**config.mk**
```make
export PLATFORM = sky130hd
export DESIGN_NAME = alu_exec_unit_flat
export DESIGN_NICKNAME = d
export VERILOG_FILES = /design/src/rtl/alu_exec_unit_if.sv /design/src/rtl/alu_exec_unit.sv /design/src/flat_wrapper.sv
export SDC_FILE = /design/constraint.sdc
export NUM_CORES = 1
export LEC_CHECK = 0
export ABC_AREA = 0
export CAP_MARGIN = 25
export CELL_PAD_IN_SITES_DETAIL_PLACEMENT = 0
export CELL_PAD_IN_SITES_GLOBAL_PLACEMENT = 2
export CORE_ASPECT_RATIO = 1.4
export CORE_UTILIZATION = 35
export CTS_CLUSTER_DIAMETER = 40
export DETAILED_ROUTE_END_ITERATION = 7
export HOLD_SLACK_MARGIN = 0.08
export PLACE_DENSITY_LB_ADDON = 0.1
export RECOVER_POWER = 50
export SLEW_MARGIN = 20
export SYNTH_ARGS = -nofsm -noshare
export SYNTH_HDL_FRONTEND = slang
export SYNTH_SLANG_ARGS = --single-unit
```
**constraint.sdc**
```tcl
create_clock -name clk -period 3.2 [get_ports clk]
set_clock_uncertainty 0.2 [all_clocks]
set_input_delay 0.8 -clock clk [delete_from_list [all_inputs] [get_ports clk]]
set_output_delay 0.8 -clock clk [all_outputs]
set_load 0.1 [all_outputs]
```
**src/rtl/alu_exec_unit_if.sv**
```systemverilog
//============================================================================
// Module      : alu_exec_unit_if
// Description : Dispatch and update bus bundle for the integer ALU unit.
// Revision    : 1.0 - initial release
//============================================================================
`default_nettype none

`ifndef ALU_EXEC_WIDTHS_DEFINED
`define ALU_EXEC_WIDTHS_DEFINED
`define DATA_WIDTH          32
`define ROB_TAG_WIDTH       5
`define INSIDE_OPCODE_WIDTH 6
`define ZERO_ROB_TAG        5'd0
`endif

interface alu_exec_unit_if;
    logic                            rdy;
    logic [`INSIDE_OPCODE_WIDTH-1:0] in_rs_op;
    logic [`DATA_WIDTH-1:0]          in_rs_value_rs1;
    logic [`DATA_WIDTH-1:0]          in_rs_value_rs2;
    logic [`DATA_WIDTH-1:0]          in_rs_imm;
    logic [`DATA_WIDTH-1:0]          in_rs_pc;
    logic [`ROB_TAG_WIDTH-1:0]       in_rs_reorder;
    logic                            in_alu_misbranch;
    logic                            in_cdb_grant;
    logic [`ROB_TAG_WIDTH-1:0]       out_update_reorder;
    logic [`DATA_WIDTH-1:0]          out_update_value;
    logic                            out_update_jump;
    logic [`DATA_WIDTH-1:0]          out_update_target;
    logic                            out_rs_busy;

    modport master (
        output rdy, in_rs_op, in_rs_value_rs1, in_rs_value_rs2, in_rs_imm,
               in_rs_pc, in_rs_reorder, in_alu_misbranch, in_cdb_grant,
        input  out_update_reorder, out_update_value, out_update_jump,
               out_update_target, out_rs_busy
    );

    modport slave (
        input  rdy, in_rs_op, in_rs_value_rs1, in_rs_value_rs2, in_rs_imm,
               in_rs_pc, in_rs_reorder, in_alu_misbranch, in_cdb_grant,
        output out_update_reorder, out_update_value, out_update_jump,
               out_update_target, out_rs_busy
    );
endinterface

`default_nettype wire

```
**src/rtl/alu_exec_unit.sv**
```systemverilog
//============================================================================
// Module      : alu_exec_unit
// Description : One-cycle RV32I ALU/branch/jump unit with a result FIFO.
// Revision    : 1.0 - initial release
//============================================================================
`default_nettype none

`ifndef ALU_EXEC_WIDTHS_DEFINED
`define ALU_EXEC_WIDTHS_DEFINED
`define DATA_WIDTH          32
`define ROB_TAG_WIDTH       5
`define INSIDE_OPCODE_WIDTH 6
`define ZERO_ROB_TAG        5'd0
`endif

`ifndef ALU_EXEC_OPCODES_DEFINED
`define ALU_EXEC_OPCODES_DEFINED
`define NOP       6'd0
`define OP_LUI    6'd1
`define OP_AUIPC  6'd2
`define OP_JAL    6'd3
`define OP_JALR   6'd4
`define OP_BEQ    6'd5
`define OP_BNE    6'd6
`define OP_BLT    6'd7
`define OP_BGE    6'd8
`define OP_BLTU   6'd9
`define OP_BGEU   6'd10
`define OP_ADDI   6'd11
`define OP_SLTI   6'd12
`define OP_SLTIU  6'd13
`define OP_XORI   6'd14
`define OP_ORI    6'd15
`define OP_ANDI   6'd16
`define OP_SLLI   6'd17
`define OP_SRLI   6'd18
`define OP_SRAI   6'd19
`define OP_ADD    6'd20
`define OP_SUB    6'd21
`define OP_SLL    6'd22
`define OP_SLT    6'd23
`define OP_SLTU   6'd24
`define OP_XOR    6'd25
`define OP_SRL    6'd26
`define OP_SRA    6'd27
`define OP_OR     6'd28
`define OP_AND    6'd29
`endif

module alu_exec_unit #(
    parameter int FIFO_DEPTH = 4,
    parameter int BUSY_LEVEL = 2
) (
    input  logic           clk,
    input  logic           rst,
    alu_exec_unit_if.slave bus
);

    // FIFO_DEPTH is a power of two, so pointers wrap naturally
    localparam int c_PTR_W = (FIFO_DEPTH > 1) ? $clog2(FIFO_DEPTH) : 1;
    localparam int c_CNT_W = $clog2(FIFO_DEPTH + 1);

    typedef struct packed {
        logic [`ROB_TAG_WIDTH-1:0] reorder;
        logic [`DATA_WIDTH-1:0]    value;
        logic                      jump;
        logic [`DATA_WIDTH-1:0]    target;
    } result_t;

    localparam result_t c_IDLE = '{reorder: `ZERO_ROB_TAG, value: '0,
                                   jump: 1'b0, target: '0};

    result_t              r_mem [FIFO_DEPTH];
    result_t              r_out;
    logic [c_PTR_W-1:0]   r_head;
    logic [c_PTR_W-1:0]   r_tail;
    logic [c_CNT_W-1:0]   r_count;

    logic [`DATA_WIDTH-1:0] w_a;
    logic [`DATA_WIDTH-1:0] w_b;
    logic [`DATA_WIDTH-1:0] w_pc_plus4;
    logic [`DATA_WIDTH-1:0] w_pc_imm;
    logic                   w_is_imm;
    logic                   w_is_branch;
    logic                   w_taken;
    result_t                w_result;

    logic w_valid;
    logic w_full;
    logic w_pop;
    logic w_bypass;
    logic w_push_req;
    logic w_push;

    always_comb begin
        w_a         = bus.in_rs_value_rs1;
        w_is_imm    = (bus.in_rs_op >= `OP_ADDI) && (bus.in_rs_op <= `OP_SRAI);
        w_is_branch = (bus.in_rs_op >= `OP_BEQ)  && (bus.in_rs_op <= `OP_BGEU);
        w_b         = w_is_imm ? bus.in_rs_imm : bus.in_rs_value_rs2;
        w_pc_plus4  = bus.in_rs_pc + `DATA_WIDTH'(4);
        w_pc_imm    = bus.in_rs_pc + bus.in_rs_imm;
        w_taken     = 1'b0;

        w_result.reorder = bus.in_rs_reorder;
        w_result.value   = '0;
        w_result.jump    = 1'b0;
        w_result.target  = w_pc_plus4;

        case (bus.in_rs_op)
            `OP_ADD,  `OP_ADDI:  w_result.value = w_a + w_b;
            `OP_SUB:             w_result.value = w_a - w_b;
            `OP_AND,  `OP_ANDI:  w_result.value = w_a & w_b;
            `OP_OR,   `OP_ORI:   w_result.value = w_a | w_b;
            `OP_XOR,  `OP_XORI:  w_result.value = w_a ^ w_b;
            `OP_SLT,  `OP_SLTI:
                w_result.value = {{(`DATA_WIDTH-1){1'b0}}, $signed(w_a) < $signed(w_b)};
            `OP_SLTU, `OP_SLTIU:
                w_result.value = {{(`DATA_WIDTH-1){1'b0}}, w_a < w_b};
            `OP_SLL,  `OP_SLLI:  w_result.value = w_a << w_b[4:0];
            `OP_SRL,  `OP_SRLI:  w_result.value = w_a >> w_b[4:0];
            `OP_SRA,  `OP_SRAI:  w_result.value = $unsigned($signed(w_a) >>> w_b[4:0]);
            `OP_LUI:             w_result.value = bus.in_rs_imm;
            `OP_AUIPC:           w_result.value = w_pc_imm;
            `OP_JAL: begin
                w_result.value = w_pc_plus4;
                w_taken        = 1'b1;
            end
            `OP_JALR: begin
                w_result.value  = w_pc_plus4;
                w_result.jump   = 1'b1;
                w_result.target = (w_a + bus.in_rs_imm) & ~`DATA_WIDTH'(1);
            end
            `OP_BEQ:  w_taken = (w_a == w_b);
            `OP_BNE:  w_taken = (w_a != w_b);
            `OP_BLT:  w_taken = ($signed(w_a) <  $signed(w_b));
            `OP_BGE:  w_taken = ($signed(w_a) >= $signed(w_b));
            `OP_BLTU: w_taken = (w_a <  w_b);
            `OP_BGEU: w_taken = (w_a >= w_b);
            default: ;
        endcase

        // JAL and taken branches share the pc-relative target path
        if (w_taken) begin
            w_result.jump   = 1'b1;
            w_result.target = w_pc_imm;
        end
        if (w_is_branch) begin
            w_result.value = '0;
        end
    end

    assign w_valid    = (bus.in_rs_op != `NOP) && (bus.in_rs_reorder != `ZERO_ROB_TAG);
    assign w_full     = (r_count == c_CNT_W'(FIFO_DEPTH));
    assign w_pop      = bus.in_cdb_grant && (r_count != '0);
    assign w_bypass   = bus.in_cdb_grant && (r_count == '0) && w_valid;
    assign w_push_req = w_valid && !w_bypass;
    assign w_push     = w_push_req && !w_full;

    always_ff @(posedge clk or posedge rst) begin
        if (rst) begin
            r_head  <= '0;
            r_tail  <= '0;
            r_count <= '0;
            r_out   <= c_IDLE;
        end else if (bus.rdy) begin
            if (bus.in_alu_misbranch) begin
                r_head  <= '0;
                r_tail  <= '0;
                r_count <= '0;
                r_out   <= c_IDLE;
            end else begin
                r_out <= c_IDLE;
                if (w_pop) begin
                    r_out  <= r_mem[r_head];
                    r_head <= r_head + c_PTR_W'(1);
                end else if (w_bypass) begin
                    r_out <= w_result;
                end
                if (w_push) begin
                    r_tail <= r_tail + c_PTR_W'(1);
                end
                case ({w_push, w_pop})
                    2'b10:   r_count <= r_count + c_CNT_W'(1);
                    2'b01:   r_count <= r_count - c_CNT_W'(1);
                    default: ;
                endcase
            end
        end
    end

    // Payload storage carries no reset; validity is tracked by r_count alone
    always_ff @(posedge clk) begin
        if (!rst && bus.rdy && !bus.in_alu_misbranch && w_push) begin
            r_mem[r_tail] <= w_result;
        end
    end

    a_no_overflow : assert property (
        @(posedge clk) disable iff (rst)
        (bus.rdy && !bus.in_alu_misbranch && w_push_req) |-> !w_full
    ) else $error("alu_exec_unit: result FIFO overflow, op dropped");

    assign bus.out_update_reorder = r_out.reorder;
    assign bus.out_update_value   = r_out.value;
    assign bus.out_update_jump    = r_out.jump;
    assign bus.out_update_target  = r_out.target;
    assign bus.out_rs_busy        = (r_count >= c_CNT_W'(BUSY_LEVEL));

endmodule

`default_nettype wire

```
**src/flat_wrapper.sv**
```systemverilog
// flat-port wrapper written by rule: the top's interface ports become plain ports
module alu_exec_unit_flat 
#(
    parameter int FIFO_DEPTH = 4,
    parameter int BUSY_LEVEL = 2
)
  (clk, rst, bus_rdy, bus_in_rs_op, bus_in_rs_value_rs1, bus_in_rs_value_rs2, bus_in_rs_imm, bus_in_rs_pc, bus_in_rs_reorder, bus_in_alu_misbranch, bus_in_cdb_grant, bus_out_update_reorder, bus_out_update_value, bus_out_update_jump, bus_out_update_target, bus_out_rs_busy);
  alu_exec_unit_if bus_i ();
  input  logic clk;
  input  logic rst;
  input wire logic [$bits(bus_i.rdy)-1:0] bus_rdy;
  input wire logic [$bits(bus_i.in_rs_op)-1:0] bus_in_rs_op;
  input wire logic [$bits(bus_i.in_rs_value_rs1)-1:0] bus_in_rs_value_rs1;
  input wire logic [$bits(bus_i.in_rs_value_rs2)-1:0] bus_in_rs_value_rs2;
  input wire logic [$bits(bus_i.in_rs_imm)-1:0] bus_in_rs_imm;
  input wire logic [$bits(bus_i.in_rs_pc)-1:0] bus_in_rs_pc;
  input wire logic [$bits(bus_i.in_rs_reorder)-1:0] bus_in_rs_reorder;
  input wire logic [$bits(bus_i.in_alu_misbranch)-1:0] bus_in_alu_misbranch;
  input wire logic [$bits(bus_i.in_cdb_grant)-1:0] bus_in_cdb_grant;
  output wire logic [$bits(bus_i.out_update_reorder)-1:0] bus_out_update_reorder;
  output wire logic [$bits(bus_i.out_update_value)-1:0] bus_out_update_value;
  output wire logic [$bits(bus_i.out_update_jump)-1:0] bus_out_update_jump;
  output wire logic [$bits(bus_i.out_update_target)-1:0] bus_out_update_target;
  output wire logic [$bits(bus_i.out_rs_busy)-1:0] bus_out_rs_busy;
  assign bus_i.rdy = bus_rdy;
  assign bus_i.in_rs_op = bus_in_rs_op;
  assign bus_i.in_rs_value_rs1 = bus_in_rs_value_rs1;
  assign bus_i.in_rs_value_rs2 = bus_in_rs_value_rs2;
  assign bus_i.in_rs_imm = bus_in_rs_imm;
  assign bus_i.in_rs_pc = bus_in_rs_pc;
  assign bus_i.in_rs_reorder = bus_in_rs_reorder;
  assign bus_i.in_alu_misbranch = bus_in_alu_misbranch;
  assign bus_i.in_cdb_grant = bus_in_cdb_grant;
  assign bus_out_update_reorder = bus_i.out_update_reorder;
  assign bus_out_update_value = bus_i.out_update_value;
  assign bus_out_update_jump = bus_i.out_update_jump;
  assign bus_out_update_target = bus_i.out_update_target;
  assign bus_out_rs_busy = bus_i.out_rs_busy;
  alu_exec_unit #(.FIFO_DEPTH(FIFO_DEPTH), .BUSY_LEVEL(BUSY_LEVEL)) u_core (.clk(clk), .rst(rst), .bus(bus_i));
endmodule
```
**Word level (Yosys, flattened, before mapping)**

Memory sizes are Yosys's and may differ from the RTL's.
Cells that the tools add are included.
Widths: inputs -> output; s select.

- Flip-flop bits (word level): 77
- Bits in latches: 0
- RAM bits: 280
- ROM bits: 0
- Input port bits: 144
- Logic and storage cells: 118
- Memories: 1

- $add $sub $neg: 9
- $mul: 0
- Div/mod/pow operators: 0
- Order comparisons: 9
- Eq/ne operators: 34
- Shift operators: 3
- Mux-type cells: 17
- Bitwise gates (word level): 3
- Reduce and logical (&&, ||, !) cells: 35

Memory list:

| memory | depth | bits a word | rd ports | clocked after memory_dff | write ports | RTL line | RTL |
|---|---|---|---|---|---|---|---|
| u_core.r_mem | 4 | 70 | 1 | 0 | 1 | alu_exec_unit.sv:73 | `result_t r_mem [FIFO_DEPTH];` |

Operator list:

| cell | count |
|---|---|
| $pmux 32 s13 | 1 |
| $mux 70 | 3 |
| $add 32x32->32 | 3 |
| $eq 6x5->1 const B | 14 |
| $mux 33 | 2 |
| $ge 32x32->1 | 2 |
| $lt 32x32->1 | 2 |
| $mux 32 | 2 |
| $eq 6x4->1 const B | 8 |
| $add 32x3->32 const B | 1 |
| $and 32x32->32 | 1 |
| $eq 32x32->1 | 1 |
| $ne 32x32->1 | 1 |
| $or 32x32->32 | 1 |
| $shl 32x5->32 | 1 |
| $shr 32x5->32 | 1 |
| $sshr 32x5->32 | 1 |
| $sub 32x32->32 | 1 |
| $xor 32x32->32 | 1 |
| $eq 6x3->1 const B | 4 |
| $reduce_or 2->1 | 10 |
| $eq 6x2->1 const B | 2 |
| $logic_and 1x1->1 | 11 |
| $mux 2 | 4 |
| other kinds (23) | 32 |

**Longest topological paths before layout**

Gate-level depths: netlist of run 1.

- Depth after elaboration: 9
- Mapped depth: 23
- Depth with buffers taken out: 17

**Least setup slack after synthesis of run 1**

Ideal clock, no wire load.

- Path kind: input port to flip-flop
- Start point: in bus_in_rs_op[1]
- End point: reg u_core.r_out, in the netlist u_core.bus.out_update_target[16]
- Arrival: 6296 ps
- Path slack: -3423 ps
- Stages: 21
- Path buffers: 5
- Cell sequence: clkbuf_1 -> a21oi_1 -> o21a_1 -> clkbuf_1 -> buf_1 -> mux2_2 -> inv_1 -> ha_1 -> buf_2 -> or2_2 -> or4_4 -> or2_1 -> or4_1 -> or4_1 -> a21o_1 -> a21oi_1 -> a21oi_1 -> nand2_1 -> buf_4 -> mux2_2 -> a221o_1

RTL lines:

| item | RTL line | RTL |
|---|---|---|
| start, declared | flat_wrapper.sv:12 | `input wire logic [$bits(bus_i.in_rs_op)-1:0] bus_in_rs_op;` |
| end signal, assigned | alu_exec_unit.sv:164 | `r_out <= c_IDLE;` |
| end signal, assigned | alu_exec_unit.sv:170 | `r_out <= c_IDLE;` |
| end signal, assigned | alu_exec_unit.sv:172 | `r_out <= c_IDLE;` |
| end, declared | alu_exec_unit.sv:74 | `result_t r_out;` |

==> summary.txt, run 1 <==
Worst setup path
  • Crit. End Element: flip-flop
  • Kind of critical path: primary input to flip-flop
  • Critical Path Fanout Max: 6
  • Critical Path RT: around 3400 ps
  • R2R Setup Slk: a little over 800 ps
  • Worst EP arrival: 5810 ps
  • Reg-to-Reg End: u_core.bus.out_update_target[28]
  • R2R cell count: 4
  • Reg-to-Reg Start: u_core.r_head[0]
  • CP Launch Type: primary input

Hold path
  • Hold depth: 1
  • Hold EP: u_core.bus.out_update_reorder[2]
  • Hold Path Origin: u_core.bus.out_update_reorder[2]
  • Hold Path Class: flip-flop to flip-flop

Power
  • Cell Int Power: between 10 and 15 mW
  • Pwr/cell area: 450 mW/mm^2
  • Leakage power: between 15 and 20 nW
  • Seq pwr share: around 30%
  • Clock share of power: a little under a fifth
  • Power Total: just under 20 mW
  • Combinational share of power: between 50 and 60%
  • Sw Share: between 40% and 50%
  • Sw power: 7.89 mW
  • Maximum vdd drop: 0.596 mV

Global routing
  • Largest net degree at the start of global routing: 78
  • Global-route wire length before repair: 212 mm
  • Initial antenna violation count: 1
  • Vias in the first global route: between 30000 and 40000
  • GRT Total Usage: 35.1%
  • GRT overflow: 0

Drt
  • Met1 WL: between 50 and 60 mm
  • Met2 wire length: ~76 mm
  • Total Wirelength: 149 mm
  • Met3 routed WL: ~7 mm
  • Via density: roughly 5.8
  • Wire per inst: 28.1 microns
  • Via count: just over 30000
  • DRC viols: 0
  • DRT iter0 DRCs: roughly 2400
  • Top routing layer used: met5
  • DRT Pass-1 Iters: 5
  • Routed Antenna Nets: 0

Cells and area
  • Finished Core Util: 55.0%
  • Most frequent cells in the layout: buf_4 (1139), edfxtp_1 (280), nand2_1 (203)
  • Layout cells sized above 1: roughly 41%
  • Design Area, Final: 0.0437 sq mm
  • # diodes: 0
  • # fillers: 7121
  • Fin cells: 5294
  • P&R area growth vs syn: 54.7%
  • Final #Nets: 4524
  • Commonest non-fill, non-tap cell in the layout: buf_4

Synthesis
  • Prevailing post-synth register cell: edfxtp_1
  • Mapped Nets: 3257
  • Warnings from Yosys: 0
  • Yosys cell types: 98
  • Post-synthesis async set-or-reset flop share: between 20 and 25%
  • Synth Area per Inst: ~9.6 sq um
  • Register area share after synthesis: 36.6%
  • Syn Inst Count: between 2000 and 3000
  • Mapped Area: 0.0283 sq mm
  • Post-synth EDFFs: 280
  • Number of synthesized register bits: about 360

Die
  • Starting density of the core: 35.5%
  • # rows: approximately 120
  • DIE WIDTH: 242 microns
  • Die height: between 300 and 400 microns
  • DIE AREA: 0.0819 sq mm
  • Core Region: ~0.080 sq mm
  • Ports: 215

Clock tree
  • Root Buffer: clkbuf_16
  • Max clock buf depth: 3
  • Num Clock Sinks: about 360
  • Num CTS Buffers: 26
  • Clock-pin transition on the worst setup and hold timing paths: roughly 80 ps
  • Clk_lat worst skew: between 500 and 600 ps
  • H-tree depth: 1
  • CTS tree: done

Timing
  • Worst Slack Setup Final: -2370 ps
  • Unrepaired setup endpoints after global routing: yes
  • Slew headroom: -37.9%
  • Hold Violations, Final: 0
  • Final worst path period need: between 5000 and 6000 ps
  • Max frequency: 180 MHz
  • Actual slew at the worst max-slew pin: between 2000 and 2500 ps
  • Max-slew violations: just under 80
  • Final setup fails: between 300 and 400
  • Tcrit/Tclk final: 174%

Place
  • Dpl cells: 5118
  • PortBufs: between 200 and 250
  • Hpwl dp: approximately 120 mm
  • Pre-CTS WS: -3300 ps
  • Gp weighted congestion: between 1 and 1.5
  • Placed Area: between 0.03 and 0.04 sq mm

Outcome
  • Status: finished, violations left
  • Failing checks: capacitance limit, slew limit, setup timing

Run
  • # Max-Cap Violations: 1
==> routing by layer <==
metal | global-route usage, % | vias to the layer above
met2 | 63.8 | 1151
met4 | 18.9 | 2
li1 | - | 13955
met1 | 41.1 | 15535
met3 | 2.34 | 294
met5 | 0 | -
==> power by group through the flow <==
stage | Clock [mW] | Sequential [mW] | Combinational (mW)
floorplan | 0 | 7.22 | 3.92
global placement | 0 | 5.96 | 9.26
detailed placement | 0 | 5.98 | 9.36
CTS | 3.64 | 5.88 | 9.80
global route | 3.77 | 5.91 | 10.7
finish | 3.58 | 5.87 | 10.2
==> through the flow <==
| stage | hold slack (ps) | setup TNS, ps |
|---|---|---|
| final | 292 | -596950 |
| after floorplan | 310 | -1222120 |
| after global routing | 328 | -638270 |
| after CTS | 299 | -631390 |
| after detailed placement | 281 | -1088370 |
| after global placement | 278 | -1081180 |
==> synth_stat cells (all sizes together) (29+ instances only) <==
| library cell | number | area [sq um] |
|---|---|---|
| inv | 118 | 443 |
| mux4 | 71 | 1600 |
| nand2 | 213 | 800 |
| a22oi | 39 | 293 |
| mux2i | 57 | 571 |
| nor2 | 185 | 694 |
| ha | 156 | 1950 |
| clkbuf | 150 | 564 |
| edfxtp | 280 | 8410 |
| buf | 45 | 214 |
| dfrtp | 77 | 1930 |
| a21o | 59 | 443 |
| a21oi | 179 | 896 |
| o21ai | 213 | 1070 |
| a221oi | 29 | 254 |
| xor2 | 49 | 429 |
| o211ai | 63 | 478 |
| nand3 | 157 | 786 |
| nor3 | 54 | 270 |
| a211oi | 33 | 248 |
| a31oi | 34 | 219 |
| a221o | 77 | 771 |
| xnor2 | 59 | 517 |
| and2 | 85 | 532 |
| mux2 | 57 | 642 |
==> worst max-delay path, stage by stage <==
cell and delay (ps):
buf_6 90, or4b_4 530, o21a_4 170, buf_12 160, buf_12 140, mux2_4 320
inv_4 70, ha_4 200, or2_4 230, or4_4 500, or2_1 260, or4_4 430
or4_4 420, a21o_1 170, a21oi_1 140, a21oi_1 60, buf_4 170, nand2_8 120
buf_12 150, mux2_4 320, a221o_1 340
==> registers in the layout, summed over array words and instances (netlist names) <==
signal,count
u_core.bus.out_update_jump,1
u_core.bus.out_update_reorder,5
u_core.bus.out_update_target,32
u_core.bus.out_update_value,32
u_core.r_count,3
u_core.r_head,2
u_core.r_mem,280
u_core.r_tail,2
==> logic make-up (layout without fill, tap and decap cells) <==
| group | after synthesis | after routing | share of synthesized area (%) |
|---|---|---|---|
| AO/OA/AOI/OAI | 954 | 954 | 23.3 |
| AND/OR/NAND/NOR | 874 | 874 | 15.3 |
| flip-flops | 357 | 357 | 36.6 |
| buffers and inverters | 315 | 1602 | 4.35 |
| multiplexers | 185 | 185 | 9.95 |
| adder cells (fa/ha/maj) | 160 | 160 | 7.19 |
| XOR/XNOR | 108 | 108 | 3.35 |
==> how the worst max path moves through the flow <==
stage	to	depth (start not counted)	startpoint
5_1_grt	u_core.bus.out_update_target[22]	21	bus_in_rs_op[2]
3_5_place_dp	u_core.bus.out_update_target[22]	20	bus_in_rs_op[4]
3_3_place_gp	u_core.bus.out_update_target[28]	20	bus_in_rs_op[2]
4_1_cts	u_core.bus.out_update_target[26]	23	bus_in_rs_op[3]
2_1_floorplan	u_core.bus.out_update_target[28]	22	bus_in_rs_op[4]
6_report	u_core.bus.out_update_target[22]	21	bus_in_rs_op[2]
==> timing repair <==
item	CTS	global route
gates cloned	4	0
pin swaps	71	116
endpoints found under the setup margin	567	520
setup buffers	74	58
hold buffers	0	0
gates resized for setup	221	228
==> final cells by class <==
type                       instances  area (sq um)  share of cell area, %
clock buffer                      39           761                   1.74
multi-input combinational       2281         18600                   42.5
inverter                         120           473                   1.08
clock inverter                     9           156                  0.358
tap                             1054          1320                   3.02
sequential                       357         10300                   23.6
timing repair buffer            1434         12100                   27.7
Power figures use the tool's default switching activity.
==> inputs of run 2 (changes only) <==
- GPL_ROUTABILITY_DRIVEN: default -> 0
- PLACE_DENSITY: default -> 0.79
- PLACE_DENSITY_LB_ADDON: 0.1 -> default
==> run 2 against run 1 <==
Worst setup slack got worse by 8.3 ps. Combinational power about the same. The flow finishes with violations (setup timing). Highest routed layer unchanged. Core utilization shrank 1.1 points. Maximum frequency down 0.15%. Critical path depth shrank 1. First-iteration DRC count rose by 19%. Clock-buffer cell count down 9. Design area down 2.0%. Global-route usage down 2.3 points.
==> summary.txt, run 2 (synthesis results as in run 1) <==
Die
  • Starting density of the core: 35.5% (unchanged)
  • DIE WIDTH: 242 microns (unchanged)
  • DIE AREA: 0.0819 sq mm (unchanged)
  • Core Region: 0.0795 sq mm (unchanged)
  • # rows: 122 (unchanged)
  • Ports: 215 (unchanged)
  • Die height: 338 microns (unchanged)

Cells and area
  • Design Area, Final: 0.0429 sq mm (was 0.0437 sq mm)
  • Biggest register: u_core.r_mem (unchanged)
  • Largest register FFs: 280 (unchanged)
  • P&R area growth vs syn: 51.7% (was 54.7%)
  • # diodes: 0 (unchanged)
  • Final #Nets: 4444 (was 4524)
  • Most frequent cells in the layout: buf_4 (1073), edfxtp_1 (280), nand2_1 (207) (was buf_4 (1139), edfxtp_1 (280), nand2_1 (203))
  • Finished Core Util: 53.9% (was 55.0%)
  • Layout cells sized above 1: 38.8% (was 40.7%)
  • Commonest non-fill, non-tap cell in the layout: buf_4 (unchanged)

Clock tree
  • CTS tree: done (unchanged)
  • Root Buffer: clkbuf_16 (unchanged)
  • Clock-pin transition on the worst setup and hold timing paths: 80 ps (about the same)
  • Quantity of hold-fixing buffers added after cts: 0 (unchanged)
  • Max clock buf depth: 3 (unchanged)
  • Num CTS Buffers: 25 (was 26)
  • Clk_lat worst skew: 550 ps (was 560 ps)
  • Num Clock Sinks: 357 (unchanged)
  • H-tree depth: 1 (unchanged)

Worst setup path
  • Slowest CP cell: or4b_4 (unchanged)
  • R2R cell count: 4 (unchanged)
  • Worst EP arrival: 5800 ps (was 5810 ps)
  • Critical Path Fanout Max: 6 (unchanged)
  • CP Launch Type: primary input (unchanged)
  • Slowest cell delay on critical path: 530 ps (about the same)
  • Cell Chain, Critical Path: buf_6 > or4b_4 > o21a_4 > buf_12 > buf_12 > mux2_4 > inv_4 > ha_4 > or2_4 > or4_4 > or2_1 > or4_4 > or4_4 > a21o_1 > a21oi_2 > a21oi_4 > nand2_8 > buf_12 > mux2_4 > a221o_1 (was buf_6 > or4b_4 > o21a_4 > buf_12 > buf_12 > mux2_4 > inv_4 > ha_4 > or2_4 > or4_4 > or2_1 > or4_4 > or4_4 > a21o_1 > a21oi_1 > a21oi_1 > buf_4 > nand2_8 > buf_12 > mux2_4 > a221o_1)
  • Critical Path RT: 3430 ps (was 3440 ps)
  • Crit. End Element: flip-flop (unchanged)
  • Kind of critical path: primary input to flip-flop (unchanged)

Power
  • Pwr/cell area: 451 mW/mm^2 (was 450 mW/mm^2)
  • Seq pwr share: 30.2% (was 29.8%)
  • Cell Int Power: 11.6 mW (was 11.8 mW)
  • Clock share of power: 18.3% (was 18.2%)
  • Sw power: 7.72 mW (was 7.89 mW)
  • Power Total: 19.3 mW (was 19.7 mW)
  • Sw Share: 40.0% (was 40.1%)
  • Combinational share of power: 51.5% (was 52.0%)
  • Maximum vdd drop: 0.614 mV (was 0.596 mV)
  • Leakage power: 18.2 nW (was 18.6 nW)

Global routing
  • Vias in the first global route: 31522 (was 31346)
  • Largest net degree at the start of global routing: 78 (unchanged)
  • GRT overflow: 0 (unchanged)
  • Initial antenna violation count: 3 (was 1)
  • Global-route wire length before repair: 201 mm (was 212 mm)
  • GRT Total Usage: 32.8% (was 35.1%)

Drt
  • DRT iter0 DRCs: 2828 (was 2380)
  • DRT Pass-1 Iters: 8 (was 5)
  • Wire per inst: 26.9 microns (was 28.1 microns)
  • DRC viols: 0 (unchanged)
  • Total Wirelength: 140 mm (was 149 mm)
  • Via count: 31224 (was 30937)
  • Via density: 5.99 (was 5.84)
  • Routed Antenna Nets: 0 (unchanged)

Timing
  • Max frequency: 179 MHz (was 180 MHz)
  • Worst Slack Setup Final: -2380 ps (was -2370 ps)
  • Final setup fails: 605 (was 327)
  • Tcrit/Tclk final: 174% (about the same)
  • Slew headroom: 17.6% (was -37.9%)
  • Hold Violations, Final: 0 (unchanged)
  • Max-slew violations: 0 (was 78)
  • Actual slew at the worst max-slew pin: 1240 ps (was 2070 ps)
  • Fin Hold WS: 290 ps (was 292 ps)
  • Unrepaired setup endpoints after global routing: yes (unchanged)
  • Final worst path period need: 5580 ps (was 5570 ps)

Outcome
  • Status: finished, violations left (unchanged)
  • Failing checks: setup timing (was capacitance limit, slew limit, setup timing)

Place
  • PortBufs: 214 (unchanged)
  • Hpwl dp: 109 mm (was 120 mm)
  • Placed Area: 0.0395 sq mm (was 0.0399 sq mm)

Hold path
  • Hold Path Class: flip-flop to flip-flop (unchanged)
  • Hold depth: 1 (unchanged)

Run
  • # Max-Cap Violations: 0 (was 1)
## run 2: power groups by stage
stage	Combinational, mW	Sequential [mW]	Clock (mW)
after detailed placement	9.16	5.93	0
after CTS	9.57	5.83	3.59
final	9.95	5.83	3.54
after global placement	9.00	5.91	0
after floorplan	3.92	7.22	0
after global routing	10.4	5.88	3.72
## run 2: final cells by class
type                    count  area [sq um]
well taps                1054          1320
flip-flops and latches    357         10300
clock inverters            15           214
repair buffers           1355         11600
inverters                 120           478
fillers                  7064         36700
multi-input cells        2281         18200
clock buffers              30           684
## run 2: path summary, 6_finish.rpt
check	startpoint	endpoint	slack, ps
worst max register to register	u_core.r_head[0]	u_core.bus.out_update_value[25]	830
worst max-delay path	bus_in_rs_op[2]	u_core.bus.out_update_target[4]	-2380
worst min-delay path	u_core.bus.out_update_reorder[2]	u_core.bus.out_update_reorder[2]	290
worst min register to register	u_core.bus.out_update_reorder[2]	u_core.bus.out_update_reorder[2]	290
min in group asynchronous	rst	u_core.bus.out_update_value[21]	1260
max in group asynchronous	rst	u_core.r_head[0]	610
## run 2: routing by layer
metal	vias to the layer above	share of wire [%]	GRT usage [%]
li1	13795	-	-
met1	15378	37	37.7
met2	1564	49	57.7
met5	-	0.019	0
met3	483	6.1	3.58
met4	4	7.9	21.2
## run 2: critical path, delay by kind of cell
family / cells / cell delay [ps]
adder cells (fa/ha/maj): 1 / 190
AO/OA/AOI/OAI: 5 / 1010
multiplexers: 2 / 660
AND/OR/NAND/NOR: 7 / 2540
buffers and inverters: 5 / 590
## run 2: what timing repair did
action,4_1_cts,5_1_grt
endpoints found under the setup margin,607,605
resized for setup,209,160
cloned,6,4
buffers inserted,71,32
pin swaps,78,72
## run 2: through the flow
step	TNS (ps)	cells	setup WS, ps
2_1_floorplan	-1222120	2953	-2620
6_report	-609060	5212	-2380
3_3_place_gp	-1117040	5066	-3280
4_1_cts	-581520	5184	-2300
3_5_place_dp	-1145990	5066	-3350
5_1_grt	-640430	5212	-2420
